**src/rtl/uart_fifo_tx.sv**
```systemverilog
// UART 8N1 transmitter: requests bytes from a request/pulse FIFO port
// and serializes them LSB first onto an idle-high TX line.
module uart_fifo_tx #(
    parameter int CLOCKS_PER_BIT = 104
) (
    input  logic       comm_clock,
    input  logic       reset,
    input  logic       enable,
    output logic       fifo_ready,
    input  logic       fifo_valid,
    input  logic [7:0] fifo_data,
    output logic       tx,
    output logic       busy
);

    localparam int CW = $clog2(CLOCKS_PER_BIT);
    localparam logic [CW-1:0] LAST = CW'(CLOCKS_PER_BIT - 1);

    typedef enum logic [2:0] {
        S_IDLE,
        S_WAIT,
        S_START,
        S_DATA,
        S_STOP
    } state_t;

    state_t          r_state;
    logic            r_ready;
    logic            r_tx;
    logic            r_busy;
    logic [CW-1:0]   r_cnt;
    logic [2:0]      r_bit;
    logic [7:0]      r_shift;

    state_t          w_state;
    logic            w_ready;
    logic            w_tx;
    logic            w_busy;
    logic [CW-1:0]   w_cnt;
    logic [2:0]      w_bit;
    logic [7:0]      w_shift;
    logic            w_cnt_zero;

    assign w_cnt_zero = (r_cnt == '0);

    always_ff @(posedge comm_clock or negedge reset) begin
        if (!reset) begin
            r_state <= S_IDLE;
            r_ready <= 1'b0;
            r_tx    <= 1'b1;
            r_busy  <= 1'b0;
            r_cnt   <= '0;
            r_bit   <= '0;
            r_shift <= '0;
        end else begin
            r_state <= w_state;
            r_ready <= w_ready;
            r_tx    <= w_tx;
            r_busy  <= w_busy;
            r_cnt   <= w_cnt;
            r_bit   <= w_bit;
            r_shift <= w_shift;
        end
    end

    always_comb begin
        w_state = r_state;
        w_ready = r_ready;
        w_tx    = r_tx;
        w_busy  = r_busy;
        w_cnt   = r_cnt;
        w_bit   = r_bit;
        w_shift = r_shift;
        unique case (r_state)
            S_IDLE: begin
                w_ready = enable;
                if (enable) begin
                    w_state = S_WAIT;
                end
            end
            S_WAIT: begin
                w_ready = enable;
                // An in-flight pop is taken even if enable just dropped
                if (fifo_valid) begin
                    w_shift = fifo_data;
                    w_ready = 1'b0;
                    w_tx    = 1'b0;
                    w_busy  = 1'b1;
                    w_cnt   = LAST;
                    w_state = S_START;
                end
            end
            S_START: begin
                if (w_cnt_zero) begin
                    w_cnt   = LAST;
                    w_tx    = r_shift[0];
                    w_bit   = 3'd0;
                    w_state = S_DATA;
                end else begin
                    w_cnt = r_cnt - CW'(1);
                end
            end
            S_DATA: begin
                if (w_cnt_zero) begin
                    w_cnt = LAST;
                    if (r_bit == 3'd7) begin
                        w_tx    = 1'b1;
                        w_state = S_STOP;
                    end else begin
                        w_shift = {1'b0, r_shift[7:1]};
                        w_tx    = r_shift[1];
                        w_bit   = r_bit + 3'd1;
                    end
                end else begin
                    w_cnt = r_cnt - CW'(1);
                end
            end
            S_STOP: begin
                if (w_cnt_zero) begin
                    w_busy  = 1'b0;
                    w_ready = enable;
                    w_state = enable ? S_WAIT : S_IDLE;
                end else begin
                    w_cnt = r_cnt - CW'(1);
                end
            end
            default: begin
                w_state = S_IDLE;
                w_ready = 1'b0;
            end
        endcase
    end

    assign fifo_ready = r_ready;
    assign tx         = r_tx;
    assign busy       = r_busy;

endmodule
```
**config.mk**
```make
export PLATFORM = sky130hd
export DESIGN_NAME = uart_fifo_tx
export DESIGN_NICKNAME = d
export VERILOG_FILES = /design/src/rtl/uart_fifo_tx.sv
export SDC_FILE = /design/constraint.sdc
export NUM_CORES = 1
export LEC_CHECK = 0
export ABC_CLOCK_PERIOD_IN_PS = 3250
export CORE_MARGIN = 2
export CORE_UTILIZATION = 45
export CTS_CLUSTER_DIAMETER = 80
export DETAILED_ROUTE_END_ITERATION = 8
export PLACE_DENSITY = 0.68
export SLEW_MARGIN = 15
export SYNTH_ARGS = -nofsm -noshare
export SYNTH_HDL_FRONTEND = slang
export SYNTH_SLANG_ARGS = --single-unit
```
**constraint.sdc**
```tcl
create_clock -name comm_clock -period 3.25 [get_ports comm_clock]
set_input_delay 0.325 -clock comm_clock [delete_from_list [all_inputs] [get_ports comm_clock]]
set_output_delay 0.325 -clock comm_clock [all_outputs]
set_load 0.02 [all_outputs]
```
==> run_results.csv <==
group,metric,value,unit
setup_path,worstPathMaxFanout,7,
pwr,pwr-share-clk,0.142,
synthesis,synth_edf_count,0,
timing,slew_headroom,0.583,
pwr,total_power,0.00114,W
synthesis,syn_nets,149,
cells_and_area,final_nets,164,
pwr,peakVddDrop,337,uV
setup_path,path_cells,"inv_1 > ha_1 > nor4b_4 > nand2_2 > o31ai_4 > mux2_2",
placement,place.gp.congestion,0.829,
pwr,p_int,0.000728,W
synthesis,avgSynthCellArea,10.2,um^2
timing,setup_slack,1.02,ns
timing,fmax,0.448,GHz
timing,setup_tns,0,ns
setup_path,max_stage_delay,0.48,ns
timing,maxSlewViolCount,0,
floorplan,ios,15,
synthesis,synth_top_area_frac,0.423,
floorplan,die_x,59,um
grt,gr-total-overflow,0,
setup_path,cp-end-kind,"register",
grt,track_usage,0.174,
grt,antenna_found_initial,0,
placement,io_buffers,14,
synthesis,synth_ff_type,"dfrtp_1",
cells_and_area,final_area,1560,um^2
grt,grt_pass1_vias,1010,
setup_path,slowest_stage,"o31ai_4",
cells_and_area,drive_above_1_share,0.162,
routing,detail-route-antenna-nets,0,
placement,post-place-ws,1.05,ns
timing,period_share,0.686,
synthesis,ys_top_cells_by_area,"dfrtp_1, mux2_2, nand2_1",
min_path,min_path_type,"in -> async",
clocking,cts_tree,"yes",
timing,tightest_slew,0.626,ns
job,maxCapViolCount,0,
routing,dr_total_vias,1051,
setup_path,cp.required,3.47,ns
synthesis,syn_inst,134,
synthesis,ys_seq_elements,24,
synthesis,yosys_warnings,0,
clocking,h-tree-depth,1,
clocking,cts_sinks,24,
grt,grt_max_degree,25,
pwr,p_leak,0.647,nW
pwr,switchingPower,0.000408,W
cells_and_area,area_delta_synth_final,14.8,%
outcome,outcome,"completed",
timing,period_needed,2.23,ns
floorplan,die_h,59,um
cells_and_area,antennaDiodeCount,0,
timing,report.final.setup_viol,0,
floorplan,dieArea,3480,um^2
pwr,power.density,727,nW/um^2
placement,place_area,1520,um^2
synthesis,synth_area,1360,um^2
pwr,swShare,0.359,
setup_path,cp.arrival,2.45,ns
timing,clock_skew,0.00513,ns
clocking,clockBufferDepth,2,
clocking,clk_pin_slew,0.13,ns
routing,firstDrtPassIters,4,
clocking,clock_latency,0.32,ns
cells_and_area,fin_util,0.557,
placement,dpl.hpwl,1860,um
synthesis,async_reset_ff_frac,1.00,
grt,grt_pass1_wl,4600,um
floorplan,num_rows,19,
setup_path,cp-start-kind,"register",
routing,via_per_inst,5.87,
timing,hold_viol,0,
routing,wl_per_cell,15.0,um
synthesis,synth_most_common_cell,"dfrtp_1",
pwr,combPwrFrac,0.371,
timing,rsz0062_at_grt,"false",
synthesis,ys_types,41,
clocking,numCtsBuffers,3,
cells_and_area,nFillCells,252,
synthesis,seq_area_frac_synth,0.442,
routing,first_iter_violations,27,
routing,drc,0,
setup_path,critPathKind,"reg -> reg",
synthesis,synth_common_cells,"dfrtp_1, mux2_2, nand2_1",
routing,drt_wl_total,2690,um
synthesis,synth.largest_area_cell,"dfrtp_1",
clocking,clockRootBuffer,"clkbuf_4",
pwr,seqPwrFrac,0.487,
floorplan,initial_core_util,0.485,
floorplan,core_area,2810,um^2
## cell families (layout without fill, tap and decap cells)
group / Yosys count / count (layout) / synth area share
buffers and inverters: 11 / 25 / 0.0303
AOI/OAI and AO/OA: 39 / 39 / 0.208
xor gates and xnor gates: 2 / 2 / 0.0129
DFF: 24 / 24 / 0.442
adders and majority gates: 3 / 3 / 0.0276
muxes: 14 / 14 / 0.116
and+or+nand+nor: 41 / 41 / 0.164
## state kept, by name, summed over array words and instances, names as in the netlist
register and cells:
tx 1, r_bit 3, r_state 3, r_cnt 7, r_shift 8, busy 1, fifo_ready 1
## cells in the final DEF (no fill, tap or decap), types with 3 or more instances in the layout
master,netlist,layout
dfrtp_1,23,23
nand2_1,14,14
mux2_2,14,14
clkdlybuf4s50_1,0,13
o21ai_0,8,8
inv_1,6,6
nand3_1,6,6
nand2b_1,5,5
nor2_1,5,5
a21oi_1,5,5
o211ai_1,4,4
a22oi_1,3,3
ha_1,3,3
clkbuf_4,0,3
## through the flow
step           hold WS (ns)  instances
3_5_place_dp          0.498        174
4_1_cts               0.514        178
6_report              0.511        179
3_3_place_gp          0.484        174
5_1_grt               0.536        179
2_1_floorplan        0.0294        134
## power by group through the flow
stage                     Sequential [W]  Combinational [W]  Clock, W
after floorplan                 0.000517           0.000347         0
after global placement          0.000550           0.000413         0
after detailed placement        0.000557           0.000427         0
after CTS                       0.000551           0.000427  0.000168
after global routing            0.000574           0.000486  0.000179
final                           0.000553           0.000422  0.000162
## layout make-up
| cell class | count | area (um^2) | area share |
|---|---|---|---|
| Multi-Input combinational cell | 99 | 718 | 0.460 |
| Timing Repair Buffer | 15 | 145 | 0.0929 |
| Tap cell | 31 | 38.8 | 0.0248 |
| Sequential cell | 24 | 602 | 0.385 |
| Clock buffer | 4 | 36.3 | 0.0232 |
| Inverter | 6 | 22.5 | 0.0144 |
## worst max-delay path: cells and delay by family (launching register included)
family | cells | cell delay [ns]
multiplexers | 1 | 0.39
AO/OA/AOI/OAI | 1 | 0.48
adder cells (fa/ha/maj) | 1 | 0.22
flip-flops | 1 | 0.43
buffers and inverters | 1 | 0.07
AND/OR/NAND/NOR | 2 | 0.55
## final timing paths
check                      slack (ns)  depth (start not counted)      from    endpoint
min reg2reg                      0.52                          1  r_cnt[0]    r_cnt[0]
max in group asynchronous        2.37                          2     reset          tx
min                              0.51                          2     reset    r_cnt[6]
max                              1.02                          6  r_cnt[0]  r_shift[4]
min in group comm_clock          0.52                          1  r_cnt[0]    r_cnt[0]
max reg2reg                      1.02                          6  r_cnt[0]  r_shift[4]
## metal layers
| metal | vias up | wire length, um | GRT usage |
|---|---|---|---|
| met3 | 4 | 92 | 0.0218 |
| li1 | 522 | - | - |
| met5 | - | 0 | 0 |
| met4 | 0 | 41 | 0.0682 |
| met2 | 21 | 1170 | 0.275 |
| met1 | 504 | 1380 | 0.243 |
## repair_timing
item                                   in CTS  in global routing
setup buffers                               0                  0
endpoints found under the hold margin       0                 23
gates resized for setup                     0                  0
hold buffers                                0                  1
setup endpoints to repair                   0                  0
No activity file was read; power rests on OpenSTA's default activity.
